--- src/rtl/processor_b_banked_pkg.sv ---
// Shared definitions for the banked GF(2^m) elimination cell.
package processor_b_banked_pkg;

  // Default field: GF(2^12) reduced by x^12 + x^3 + 1
  localparam int unsigned DEF_WIDTH = 12;
  localparam logic [12:0] DEF_POLY  = 13'h1009;

  typedef logic [1:0] op_t;

  // Operation encodings carried on op_in / op_out
  localparam op_t OP_PASS   = 2'b00;
  localparam op_t OP_SWAP   = 2'b01;
  localparam op_t OP_ELIM   = 2'b10;
  localparam op_t OP_INVADD = 2'b11;

endpackage

--- src/rtl/processor_b_banked_gf_mul_red.sv ---
// Combinational GF(2^WIDTH) multiplier: shift-and-add with the reduction
// folded into every shift, so the running multiple never leaves WIDTH bits.
module gf_mul_red
  import processor_b_banked_pkg::*;
#(
  parameter int unsigned      WIDTH = DEF_WIDTH,
  parameter logic [WIDTH:0]   POLY  = DEF_POLY
) (
  input  logic [WIDTH-1:0] a_i,
  input  logic [WIDTH-1:0] b_i,
  output logic [WIDTH-1:0] p_o
);

  logic [WIDTH-1:0] acc;
  logic [WIDTH-1:0] sh;

  // Accumulate a*x^i for each set bit of b, keeping a*x^i reduced
  always_comb begin
    acc = '0;
    sh  = a_i;
    for (int i = 0; i < WIDTH; i++) begin
      if (b_i[i]) acc = acc ^ sh;
      sh = {sh[WIDTH-2:0], 1'b0} ^ (sh[WIDTH-1] ? POLY[WIDTH-1:0] : '0);
    end
    p_o = acc;
  end

endmodule

--- src/rtl/processor_b_banked.sv ---
// Banked processing cell of a GF(2^m) systolic eliminator. Holds DEPTH
// folded rows in a register bank, one entry touched per valid beat, and
// forwards control/factor downstream with a single register stage.
module processor_b_banked
  import processor_b_banked_pkg::*;
#(
  parameter int unsigned    WIDTH = DEF_WIDTH,
  parameter logic [WIDTH:0] POLY  = DEF_POLY,
  parameter int unsigned    DEPTH = 4
) (
  input  logic             clk,
  input  logic             rst,
  input  logic             valid_in,
  input  logic             start_in,
  input  logic [1:0]       op_in,
  input  logic             flush_in,
  input  logic [WIDTH-1:0] data_in,
  input  logic [WIDTH-1:0] fac_in,
  output logic             valid_out,
  output logic             start_out,
  output logic [1:0]       op_out,
  output logic [WIDTH-1:0] fac_out,
  output logic [WIDTH-1:0] data_out,
  output logic [WIDTH-1:0] r_out
);

  localparam int unsigned      PTR_W = (DEPTH > 1) ? $clog2(DEPTH) : 1;
  localparam logic [PTR_W-1:0] LAST  = PTR_W'(DEPTH - 1);

  logic [WIDTH-1:0] bank_q [DEPTH];
  logic [PTR_W-1:0] ptr_q, ptr_d;
  logic [PTR_W-1:0] idx;
  logic [WIDTH-1:0] rd;
  logic [WIDTH-1:0] mul_a;
  logic [WIDTH-1:0] prod;
  logic             wr_en;
  logic [WIDTH-1:0] wr_data;
  logic [WIDTH-1:0] dat_d, r_d;

  logic             vld_q, start_q;
  logic [1:0]       op_q;
  logic [WIDTH-1:0] fac_q, dat_q, r_q;

  // A start beat always addresses entry 0, restarting any sweep in progress
  assign idx   = start_in ? '0 : ptr_q;
  assign rd    = bank_q[idx];
  // Inv-add multiplies the incoming element; every other op scales the bank row
  assign mul_a = (op_in == OP_INVADD) ? data_in : rd;

  gf_mul_red #(
    .WIDTH (WIDTH),
    .POLY  (POLY)
  ) u_mul (
    .a_i (mul_a),
    .b_i (fac_in),
    .p_o (prod)
  );

  // Decode the op into the downstream result and the bank write for this beat
  always_comb begin
    wr_en   = 1'b0;
    wr_data = '0;
    dat_d   = data_in;
    if (flush_in) begin
      dat_d   = rd;
      wr_en   = 1'b1;
      wr_data = '0;
    end else begin
      case (op_in)
        OP_PASS: begin
          dat_d = data_in;
        end
        OP_SWAP: begin
          dat_d   = rd;
          wr_en   = 1'b1;
          wr_data = data_in;
        end
        OP_ELIM: begin
          dat_d = prod ^ data_in;
        end
        default: begin
          dat_d   = rd;
          wr_en   = 1'b1;
          wr_data = prod;
        end
      endcase
    end
    // r_out reports the entry as it stands after this beat
    r_d   = wr_en ? wr_data : rd;
    ptr_d = (idx == LAST) ? '0 : idx + 1'b1;
  end

  // Row bank: only the addressed entry is written, the rest stay bit-stable
  always_ff @(posedge clk) begin
    if (rst) begin
      for (int i = 0; i < int'(DEPTH); i++) bank_q[i] <= '0;
    end else if (valid_in && wr_en) begin
      bank_q[idx] <= wr_data;
    end
  end

  // Sweep pointer advances only on valid beats
  always_ff @(posedge clk) begin
    if (rst)           ptr_q <= '0;
    else if (valid_in) ptr_q <= ptr_d;
  end

  // Output stage: valid follows every cycle, payload holds across gaps
  always_ff @(posedge clk) begin
    if (rst) begin
      vld_q   <= 1'b0;
      start_q <= 1'b0;
      op_q    <= '0;
      fac_q   <= '0;
      dat_q   <= '0;
      r_q     <= '0;
    end else begin
      vld_q <= valid_in;
      if (valid_in) begin
        start_q <= start_in;
        op_q    <= op_in;
        fac_q   <= fac_in;
        dat_q   <= dat_d;
        r_q     <= r_d;
      end
    end
  end

  assign valid_out = vld_q;
  assign start_out = start_q;
  assign op_out    = op_q;
  assign fac_out   = fac_q;
  assign data_out  = dat_q;
  assign r_out     = r_q;

endmodule

--- config.mk ---
export PLATFORM = sky130hd
export DESIGN_NAME = processor_b_banked
export DESIGN_NICKNAME = d
export VERILOG_FILES = /design/src/rtl/processor_b_banked_pkg.sv /design/src/rtl/processor_b_banked_gf_mul_red.sv /design/src/rtl/processor_b_banked.sv
export SDC_FILE = /design/constraint.sdc
export NUM_CORES = 1
export LEC_CHECK = 0
export ABC_AREA = 1
export CORE_MARGIN = 1
export CORE_UTILIZATION = 50
export DETAILED_ROUTE_END_ITERATION = 12
export PLACE_DENSITY_LB_ADDON = 0.15
export SLEW_MARGIN = 20
export SYNTH_ARGS = -nofsm -noshare
export SYNTH_HDL_FRONTEND = slang
export SYNTH_HIERARCHICAL = 1
export SYNTH_SLANG_ARGS = --single-unit
export TNS_END_PERCENT = 5
--- constraint.sdc ---
create_clock -name clk -period 5.4 [get_ports clk]
set_input_delay 1.62 -clock clk [delete_from_list [all_inputs] [get_ports clk]]
set_output_delay 1.62 -clock clk [all_outputs]
set_load 0.05 [all_outputs]
== After elaboration in Yosys (flattened, before gate mapping) ==
Memory sizes are Yosys's and may differ from the RTL's.
Cells that the tools add are included.
Operators by class
  mux-type cells: 41
  equality and inequality tests: 4
  reduce and logical (&&, ||, !) cells: 4
  bitwise logic cells: 23
  add/subtract/negate cells: 1
Operators with widths (number)
  $xor A12 B12 Y12: 23
  $mux W12: 17
  $pmux W12 S2: 2
  $mux W4: 11
  $reduce_or A12 Y1: 1
  $mux W1: 8
  $eq A2 B2 Y1 const B: 3
  $mux W2: 3
  $add A2 B1 Y2 const B: 1
  $eq A2 B1 Y1 const B: 1
  $logic_not A2 Y1: 1
  $reduce_or A2 Y1: 1
  $logic_and A1 B1 Y1: 1
Storage, ports and cells
  word-level logic and storage cells: 81
  memory bits (writable): 48
  output and inout port bits: 40
  memories kept: 1
  register bits: 42
Memory list
  bank_q: depth 4, width 12, rd ports 1, clocked after Yosys merged registers in 0, wr ports 4, line processor_b_banked.sv:30  | logic [WIDTH-1:0] bank_q [DEPTH];

== Logic depth before layout (Yosys ltp) ==
Gate-level depths: netlist of run 1.
An unclocked memory read counts as a cell.
  word-level depth: 30
  mapped depth: 31

== By module ==
The synthesis of run 1 kept the hierarchy.
Modules (own cells, without submodules)
  processor_b_banked: seq. area each 2282.2 um^2, cells an instance 599, instances 1, area each 4570.6 um^2
  gf_mul_red: seq. area each 0.0 um^2, cells an instance 526, instances 1, area each 2698.8 um^2

== Least setup slack after synthesis of run 1 ==
No wires, ideal clock.
  path type: input to register
  start point: input start_in
  end point: memory bank_q[0][4] (netlist bit) (data pin)
  stages on the path: 23
  required time: 5.250 ns
  path slack: 1.284 ns
  arrival: 3.966 ns
  path through: inv_2 buf_6 nand2_4 clkinv_2 buf_4 nand2_1 nand2_1 nand2_1 o21ai_0 buf_2 nand2_1 xor2_1 xor2_1 nand2_1 nand2_1 nand2_1 nand2_1 nand2_1 nand2_1 nand2_1 a21oi_1 inv_1 nor3_2
RTL lines
  from (decl): line processor_b_banked.sv:14  | input logic start_in,
  to (decl): line processor_b_banked.sv:30

==> reports/metrics.yaml, run 1 <==
dieArea_sq_um: 15000
drive_above_1_share_pct: 8.02
cts_hold_buf: 0
cap_viol_max_count: 0
worstPathMaxFanout: 18
routed-wl-met2_microns: 9420
vias: 7115
worstSkewPairLatency_ps: 360
relSlewSlack_pct: 50.3
dp_hpwl_microns: 14700
drt_wl_total_microns: 20700
cp_num_buf_inv: 7
cp.required_ps: 5610
power.leakage_nw: 3.91
crit_arrival_ps: 5210
drt-met1-wl_microns: 9230
ys_ff_latch: 90
wl_per_cell_microns: 15.2
synth.largest_area_cell: "nand2_1"
synth_ff_type: "edfxtp_1"
dieHeight_microns: 123
status: "finished clean"
htreeDepth: 3
setup_viol: 0
cts_tree: "built"
cts_sinks: 90
syn_area_per_cell_sq_um: 6.46
initial_core_util_pct: 51.8
clkTransAtPathRegs_ps: 70
track_usage_pct: 29.0
dr.pass1.iters: 5
critPathLaunchType: "input pin"
gp_congestion: 0.918
seq_area_frac_synth_pct: 31.4
min_path_type: "reg -> reg"
clock_path_buffers: 2
tightest_slew_ps: 737
cts_setup_buffers: 0
powerDensity_nw_per_um2: 288
root_buffer: "clkbuf_16"
core_sq_um: 14000
timing.final.crit_period_ps: 5000
synthTopCellsByArea: "nand2_1 (21%), edfxtp_1 (20%), dfxtp_1 (12%), xnor2_1 (6.7%), nor2_1 (6.2%)"
pre_cts_ws_ps: -71.1
rows: 43
hold_violations: 0
ys_warn_count: 6
critPathMostFrequentCell: "nand2_1"
drtIter0Drc: 620
cp_slowest_cell: "clkdlybuf4s50_1"
fin_skew_ps: 6.59
cp-end-kind: "flip-flop"
overflow: 0
slowest_delay_ps: 410
nets: 1210
rsz0062_at_grt: "no"
cpLargestDelayFamily: "simple AND/OR/NAND/NOR gates"
syn_inst: 1125
wl_met3_microns: 1560
grt_max_degree: 55
vias_per_cell: 5.22
period_share_pct: 92.6
synthArstFlopShare_pct: 0
insertedDiodeCount: 0
synth_area_sq_um: 7270
synth_edf_count: 48
die_w_microns: 123
ios: 71
ir_drop_mv: 0.200
fmax_mhz: 200
antenna_left: 0
power_w: 0.00242
grt_pass1_wl_microns: 33200
drv_slew: 0
fill_cells: 1381
cts-buffers-inserted: 9
crit_type: "in -> reg"
antenna_found_initial: 0
top_layer_used: "met4"
grt_pass1_vias: 6592
drc: 0
synthDominantCellAreaShare_pct: 20.8
place.port_buffers: 70
synth_cell_types: 34
syn_nets: 1156
synthToLayoutAreaGrowth_pct: 15.7
worst_slack_ps: 401
cts_resized: 0
## flip-flops by register name, summed over array words and instances (netlist names)
name and cells:
fac_out 12, start_out 1, r_out 12, valid_out 1, op_out 2, ptr_q 2
bank_q 48, data_out 12
## path summary, 6_finish.rpt
| kind | from | to | slack (ps) | depth (start not counted) |
|---|---|---|---|---|
| max | start_in | bank_q[0][7]$_SDFFCE_PN0P_ | 400 | 26 |
| min | data_out[0]$_SDFFE_PP0P_ | data_out[0]$_SDFFE_PP0P_ | 460 | 2 |
| max reg2reg | ptr_q[0]$_SDFFE_PP0P_ | bank_q[0][7]$_SDFFCE_PN0P_ | 1690 | 24 |
| min reg2reg | data_out[0]$_SDFFE_PP0P_ | data_out[0]$_SDFFE_PP0P_ | 460 | 2 |
## routing by layer
metal | global-route usage [%] | vias up
met3 | 5.72 | 44
met2 | 46.6 | 284
li1 | - | 3585
met1 | 38.8 | 3202
met5 | 0 | -
met4 | 9.76 | 0
## cells in the final DEF (no fill, tap or decap), types with 2 or more instances in the layout
| cell | instances |
|---|---|
| xor2_1 | 33 |
| nand2_2 | 10 |
| nand3_1 | 67 |
| inv_1 | 117 |
| inv_6 | 3 |
| inv_2 | 10 |
| o21ai_1 | 6 |
| clkbuf_16 | 9 |
| nand2b_1 | 3 |
| nor2_2 | 9 |
| nand4_1 | 2 |
| dfxtp_1 | 42 |
| nor2_4 | 2 |
| nand3b_1 | 18 |
| nor3_1 | 3 |
| nor3_2 | 9 |
| buf_12 | 4 |
| o21ai_0 | 57 |
| nand3_2 | 3 |
| xnor2_1 | 56 |
| xnor2_2 | 4 |
| nor2_1 | 121 |
| nand2_4 | 5 |
| a21oi_1 | 38 |
| clkdlybuf4s50_1 | 69 |
| or2_1 | 2 |
| buf_4 | 19 |
| nand2_1 | 402 |
| edfxtp_1 | 48 |
| clkinv_1 | 3 |
## worst register-to-register path: stages, from the launching register on
cell and delay, ps:
dfxtp_1 580, nand2_4 150, inv_2 300, nand2_1 90
nand2_1 70, nand2_1 40, nand2_1 150, nand2_1 70
o21ai_0 170, buf_12 210, inv_1 50, nand2_1 70
nand2_2 110, nor2_1 210, xor2_1 170, nand2_1 70
nand2_1 130, inv_1 50, nand3_1 80, nand3b_1 90
nand2_1 70, nand2_1 80, a21oi_1 260, inv_1 140
nor3_2 160
## final cells by class
| cell class | count | area [sq um] | share of cell area [%] |
|---|---|---|---|
| clock inverters | 6 | 53.8 | 0.640 |
| flip-flops and latches | 90 | 2280 | 27.1 |
| clock buffers | 10 | 239 | 2.84 |
| well taps | 180 | 225 | 2.68 |
| repair buffers | 93 | 918 | 10.9 |
| inverters | 131 | 493 | 5.86 |
| multi-input cells | 854 | 4200 | 49.9 |
## kinds of logic after synthesis
| group | Yosys count | share of synthesized area (%) |
|---|---|---|
| AOI/OAI and AO/OA | 105 | 7.35 |
| buffers and inverters | 181 | 11.0 |
| and+or+nand+nor | 656 | 38.7 |
| DFF | 90 | 31.4 |
| xor gates and xnor gates | 93 | 11.6 |
## synthesized netlist by cell type, types with 10 or more instances
library cell,n
nand2_2,10
inv_2,10
clkbuf_1,10
nand3b_1,18
inv_1,117
o21ai_0,58
nand3_1,67
dfxtp_1,42
edfxtp_1,48
nand2_1,402
nor2_1,121
a21oi_1,38
buf_2,19
xnor2_1,56
xor2_1,33
buf_4,11
## metrics by stage
step | hold slack [ps] | TNS [ps] | instances | instance area, sq um | utilization (%)
finish | 465 | 0 | 1364 | 8410 | 59.9
global route | 494 | 0 | 1364 | 8410 | 59.9
CTS | 467 | 0 | 1364 | 8410 | 59.9
detailed placement | 456 | -291 | 1348 | 8110 | 57.8
global placement | 454 | 0 | 1348 | 8110 | 57.8
floorplan | 561 | 0 | 1125 | 7270 | -
## power breakdown
part           internal (W)  switching, W
clock              0.000334      0.000301
sequential         0.000759     0.0000179
combinational      0.000357      0.000652
total               0.00145      0.000971
Power figures use the tool's default switching activity.
==> run 2: changes to the inputs <==
--- a/config.mk
+++ b/config.mk
@@ -9,6 +9,7 @@
 export CORE_MARGIN = 1
 export CORE_UTILIZATION = 50
 export DETAILED_ROUTE_END_ITERATION = 12
+export GPL_ROUTABILITY_DRIVEN = 1
 export PLACE_DENSITY_LB_ADDON = 0.15
 export SLEW_MARGIN = 20
 export SYNTH_ARGS = -nofsm -noshare
==> results of run 2 <==
No change in the layout: final DEF, timing and power equal those of run 1.
==> variant 1 (config.mk and constraints of run 2) <==
Change the parameter `DEPTH` from 4 to 8.
--- a/src/rtl/processor_b_banked.sv
+++ b/src/rtl/processor_b_banked.sv
@@ -6,7 +6,7 @@
 #(
   parameter int unsigned    WIDTH = DEF_WIDTH,
   parameter logic [WIDTH:0] POLY  = DEF_POLY,
-  parameter int unsigned    DEPTH = 4
+  parameter int unsigned    DEPTH = 8
 ) (
   input  logic             clk,
   input  logic             rst,
Check against the original RTL: not settled (the Yosys comparison gave no result); the edit may change what the design does.
==> variant 1 against run 2 <==
Design area increased by 39%. Sequential cell count increased by 49. Die area increased by 31%. Clock skew increased by 4.9 ps. Register-to-register slack got worse by 240 ps. Power increased by 52%. Worst setup slack got worse by 15 ps. Area after synthesis increased by 31%. Wire length increased by 47%. Largest cell class unchanged. Largest power group unchanged.
==> variant 1: results (changes against run 2) <==
| Metric | Value |
|---|---|
| Status | complete, no violations (unchanged) |
| H-tree depth | 4 (was 3) |
| WL met2 | 14340 um (was 9418 um) |
| Hpwl dp | 21810 um (was 14650 um) |
| Crit-path max FO | 48 (was 18) |
| CTS Buf Count | 17 (was 9) |
| Met1 Use GR | 42.22% (was 38.80%) |
| Die area | 19670 sq um (was 15020 sq um) |
| P_leak | 5.385 nW (was 3.909 nW) |
| Sequential element share of the synthesized area | 39.17% (was 31.39%) |
| Met2 Use GR | 52.39% (was 46.56%) |
| DR WL met3 | 2284 um (was 1562 um) |
| Post-synthesis cell type count | 28 (was 34) |
| Clock latency on the worst-skew pair | 430 ps (was 360 ps) |
| Via count | 9438 (was 7115) |
| GRT Util Overall | 31.95% (was 29.00%) |
| Synthesized area per cell | 6.816 sq um (was 6.462 sq um) |
| DP Area | 11100 sq um (was 8113 sq um) |
| Wire per inst | 17.22 um (was 15.21 um) |
| WL met1 | 12960 um (was 9230 um) |
| Max incr delay on CP | 430 ps (was 410 ps) |
| Switching Fraction | 36.89% (was 40.10%) |
| Peak VDD IR | 0.3203 mV (was 0.2000 mV) |
| Placer Congestion | 0.9605 (was 0.9177) |
| Synth Net Count | 1433 (was 1156) |
| Overall routed net length | 30460 um (was 20740 um) |
| TritonRoute pass-1 iters | 7 (was 5) |
| First-pass GRT wire length | 47920 um (was 33220 um) |
| Filler cells | 1738 (was 1381) |
| Met3 Track Usage GR | 4.615% (was 5.716%) |
| Pre-CTS WS | 5.977 ps (was -71.05 ps) |
## variant 1: changes by cell type in the layout (fill, tap and decap cells not counted), sizes merged, moves of 9 or more
cell    change
a31oi       +9
buf        +76
edfxtp     +48
inv         +9
nand2      +78
nand3      +54
nor2       +77
nor3       -11
o21ai      -13
## variant 1: final timing paths
path	startpoint	slack [ps]	to	cells after the start
worst max-delay path	start_in	390	r_out[11]$_SDFFE_PP0P_	22
worst min-delay path	op_out[0]$_SDFFE_PP0P_	470	op_out[0]$_SDFFE_PP0P_	2
worst max register to register	ptr_q[0]$_SDFFE_PP0P_	1450	r_out[11]$_SDFFE_PP0P_	20
worst min register to register	op_out[0]$_SDFFE_PP0P_	470	op_out[0]$_SDFFE_PP0P_	2
## variant 1: final cells by class
type | count | area (sq um) | area share [%]
Clock buffer | 17 | 425.4 | 3.641
Sequential cell | 139 | 3744 | 32.04
Inverter | 136 | 514.2 | 4.402
Tap cell | 234 | 292.8 | 2.506
Multi-Input combinational cell | 1058 | 4967 | 42.52
Timing Repair Buffer | 170 | 1602 | 13.71
Clock inverter | 15 | 137.6 | 1.178
## variant 1: timing repair
item | 4_1_cts | 5_1_grt
resized for setup | 0 | 3
endpoints found under the setup margin | 0 | 11
setup buffers | 0 | 2
hold endpoints to repair | 0 | 0
## variant 1: worst reg2reg max path, cell delays in order (launching register included)
cell	delay, ps
dfxtp_1	370
buf_4	500
nand3_1	160
nand2_1	110
nand2_1	50
nand2_1	100
nand2_1	90
nand2_1	100
nand2_1	50
o21ai_0	230
nand2_1	210
nand2_4	120
buf_4	170
nor2_1	60
xnor2_1	260
xor2_1	130
xnor2_1	360
nand3_1	120
nand2_1	80
nand2_1	280
a31oi_1	290
==> variant 2 (flow settings as in run 2) <==
Without the edit above. Make the reset (`rst`) asynchronous in 3 clocked blocks.
--- a/src/rtl/processor_b_banked.sv
+++ b/src/rtl/processor_b_banked.sv
@@ -91,7 +91,7 @@
   end
 
   // Row bank: only the addressed entry is written, the rest stay bit-stable
-  always_ff @(posedge clk) begin
+  always_ff @(posedge clk or posedge rst) begin
     if (rst) begin
       for (int i = 0; i < int'(DEPTH); i++) bank_q[i] <= '0;
     end else if (valid_in && wr_en) begin
@@ -100,13 +100,13 @@
   end
 
   // Sweep pointer advances only on valid beats
-  always_ff @(posedge clk) begin
+  always_ff @(posedge clk or posedge rst) begin
     if (rst)           ptr_q <= '0;
     else if (valid_in) ptr_q <= ptr_d;
   end
 
   // Output stage: valid follows every cycle, payload holds across gaps
-  always_ff @(posedge clk) begin
+  always_ff @(posedge clk or posedge rst) begin
     if (rst) begin
       vld_q   <= 1'b0;
       start_q <= 1'b0;
Behaviour: not the same (Yosys sat finds a counterexample within 4 cycles, from zero or initial values and one cycle with rst high; the reset may be asserted at any time).
==> variant 2 against run 2 <==
Design area rose by 0.28%. Fmax rose by 0.35%. Worst hold slack improved by 4.3 ps. Wire length barely moved. Clock power barely moved. Sequential power rose by 14%. Power rose by 36%. Sequential cell count did not move. Global-route usage rose by 0.37 points. Area after synthesis barely moved. Die area barely moved. Non-clock buffer count rose by 4. Worst setup slack improved by 18 ps.
==> variant 2: results (changes against run 2) <==
| Metric | Value |
|---|---|
| Peak VDD IR | 0.1695 mV (was 0.2000 mV) |
| Max incr delay on CP | 540 ps (was 410 ps) |
| Syn Inst Count | 1136 (was 1125) |
| Hpwl dp | 15500 um (was 14650 um) |
| Cell Pwr Density | 390.2 nW/um^2 (was 287.9 nW/um^2) |
| Crit. Startpoint | op_in[0] (was start_in) |
| Ys async rst share | 100.0% (was 0%) |
| Crit-path max FO | 11 (was 18) |
| Comb pwr | 1.77 mW (was 1.01 mW) |
| R2R Path Start | ptr_q[0]$_DFFE_PP0P_ (was ptr_q[0]$_SDFFE_PP0P_) |
| Clock Skews | 7.376 ps (was 6.588 ps) |
| Wire per inst | 15.00 um (was 15.21 um) |
| Critical Path End | r_out[0]$_DFFE_PP0P_ (was bank_q[0][7]$_SDFFCE_PN0P_) |
| Layout cells sized above 1 | 7.315% (was 8.024%) |
| Tmin final | 4981 ps (was 4999 ps) |
| Final #Nets | 1233 (was 1210) |
| Seq pwr share | 27.0% (was 32.1%) |
| GRT Util Overall | 29.37% (was 29.00%) |
| TritonRoute pass-1 iters | 7 (was 5) |
| Pre-CTS WS | 137.6 ps (was -71.05 ps) |
| Status | complete, no violations (unchanged) |
| Synth top cells by count | nand2_1, nand3_1, inv_1, dfrtp_1, nor2_1 (was nand2_1, nor2_1, inv_1, nand3_1, o21ai_0) |
| First-pass GRT wire length | 33850 um (was 33220 um) |
| Filler cells | 1400 (was 1381) |
| Reg2Reg Depth | 21 (was 24) |
| WL met2 | 9748 um (was 9418 um) |
| Vias per cell | 5.242 (was 5.216) |
| Hold_ws | 469.2 ps (was 464.9 ps) |
variant 2: cell types whose count changed after synthesis, sizes merged, moves of 11 or more:
cell,change
dfrtp,+90
nand3,+76
nor2,-60
nand2,+58
edfxtp,-48
dfxtp,-42
inv,-26
a21oi,-14
nor3,-11
o21ai,-11
variant 2: worst min-delay path by stage:
stage / from / to
after floorplan: ptr_q[1]$_DFFE_PP0P_ / ptr_q[1]$_DFFE_PP0P_
after global placement: fac_out[5]$_DFFE_PP0P_ / fac_out[5]$_DFFE_PP0P_
after detailed placement: fac_out[8]$_DFFE_PP0P_ / fac_out[8]$_DFFE_PP0P_
after CTS: fac_out[8]$_DFFE_PP0P_ / fac_out[8]$_DFFE_PP0P_
after global routing: bank_q[41]$_DFFE_PP0P_ / bank_q[41]$_DFFE_PP0P_
final: fac_out[1]$_DFFE_PP0P_ / fac_out[1]$_DFFE_PP0P_
variant 2: per-layer routing:
metal / vias to the layer above / global-route usage, %
met4: 0 / 10.06
met5: - / 0
met1: 3333 / 38.75
met3: 35 / 4.972
li1: 3659 / -
met2: 222 / 48.46
variant 2: cell families after synthesis:
group	after synthesis	share of synthesized area, %
fa+ha+maj	4	0.6890
compound gates	78	5.408
flops	90	31.00
buf+inv	151	8.939
simple gates	719	42.21
xor+xnor	94	11.75
variant 2: stage by stage:
step                      area [sq um]  util, %
after floorplan                   7264        -
after detailed placement          8139    57.96
after global routing              8433    60.06
after CTS                         8433    60.06
after global placement            8139    57.96
final                             8433    60.06
variant 2: cell type report:
class	instances	share of cell area [%]
clock inverters	7	0.8160
flip-flops and latches	90	26.71
repair buffers	97	10.71
multi-input cells	895	51.74
well taps	180	2.671
clock buffers	9	2.671
inverters	105	4.688
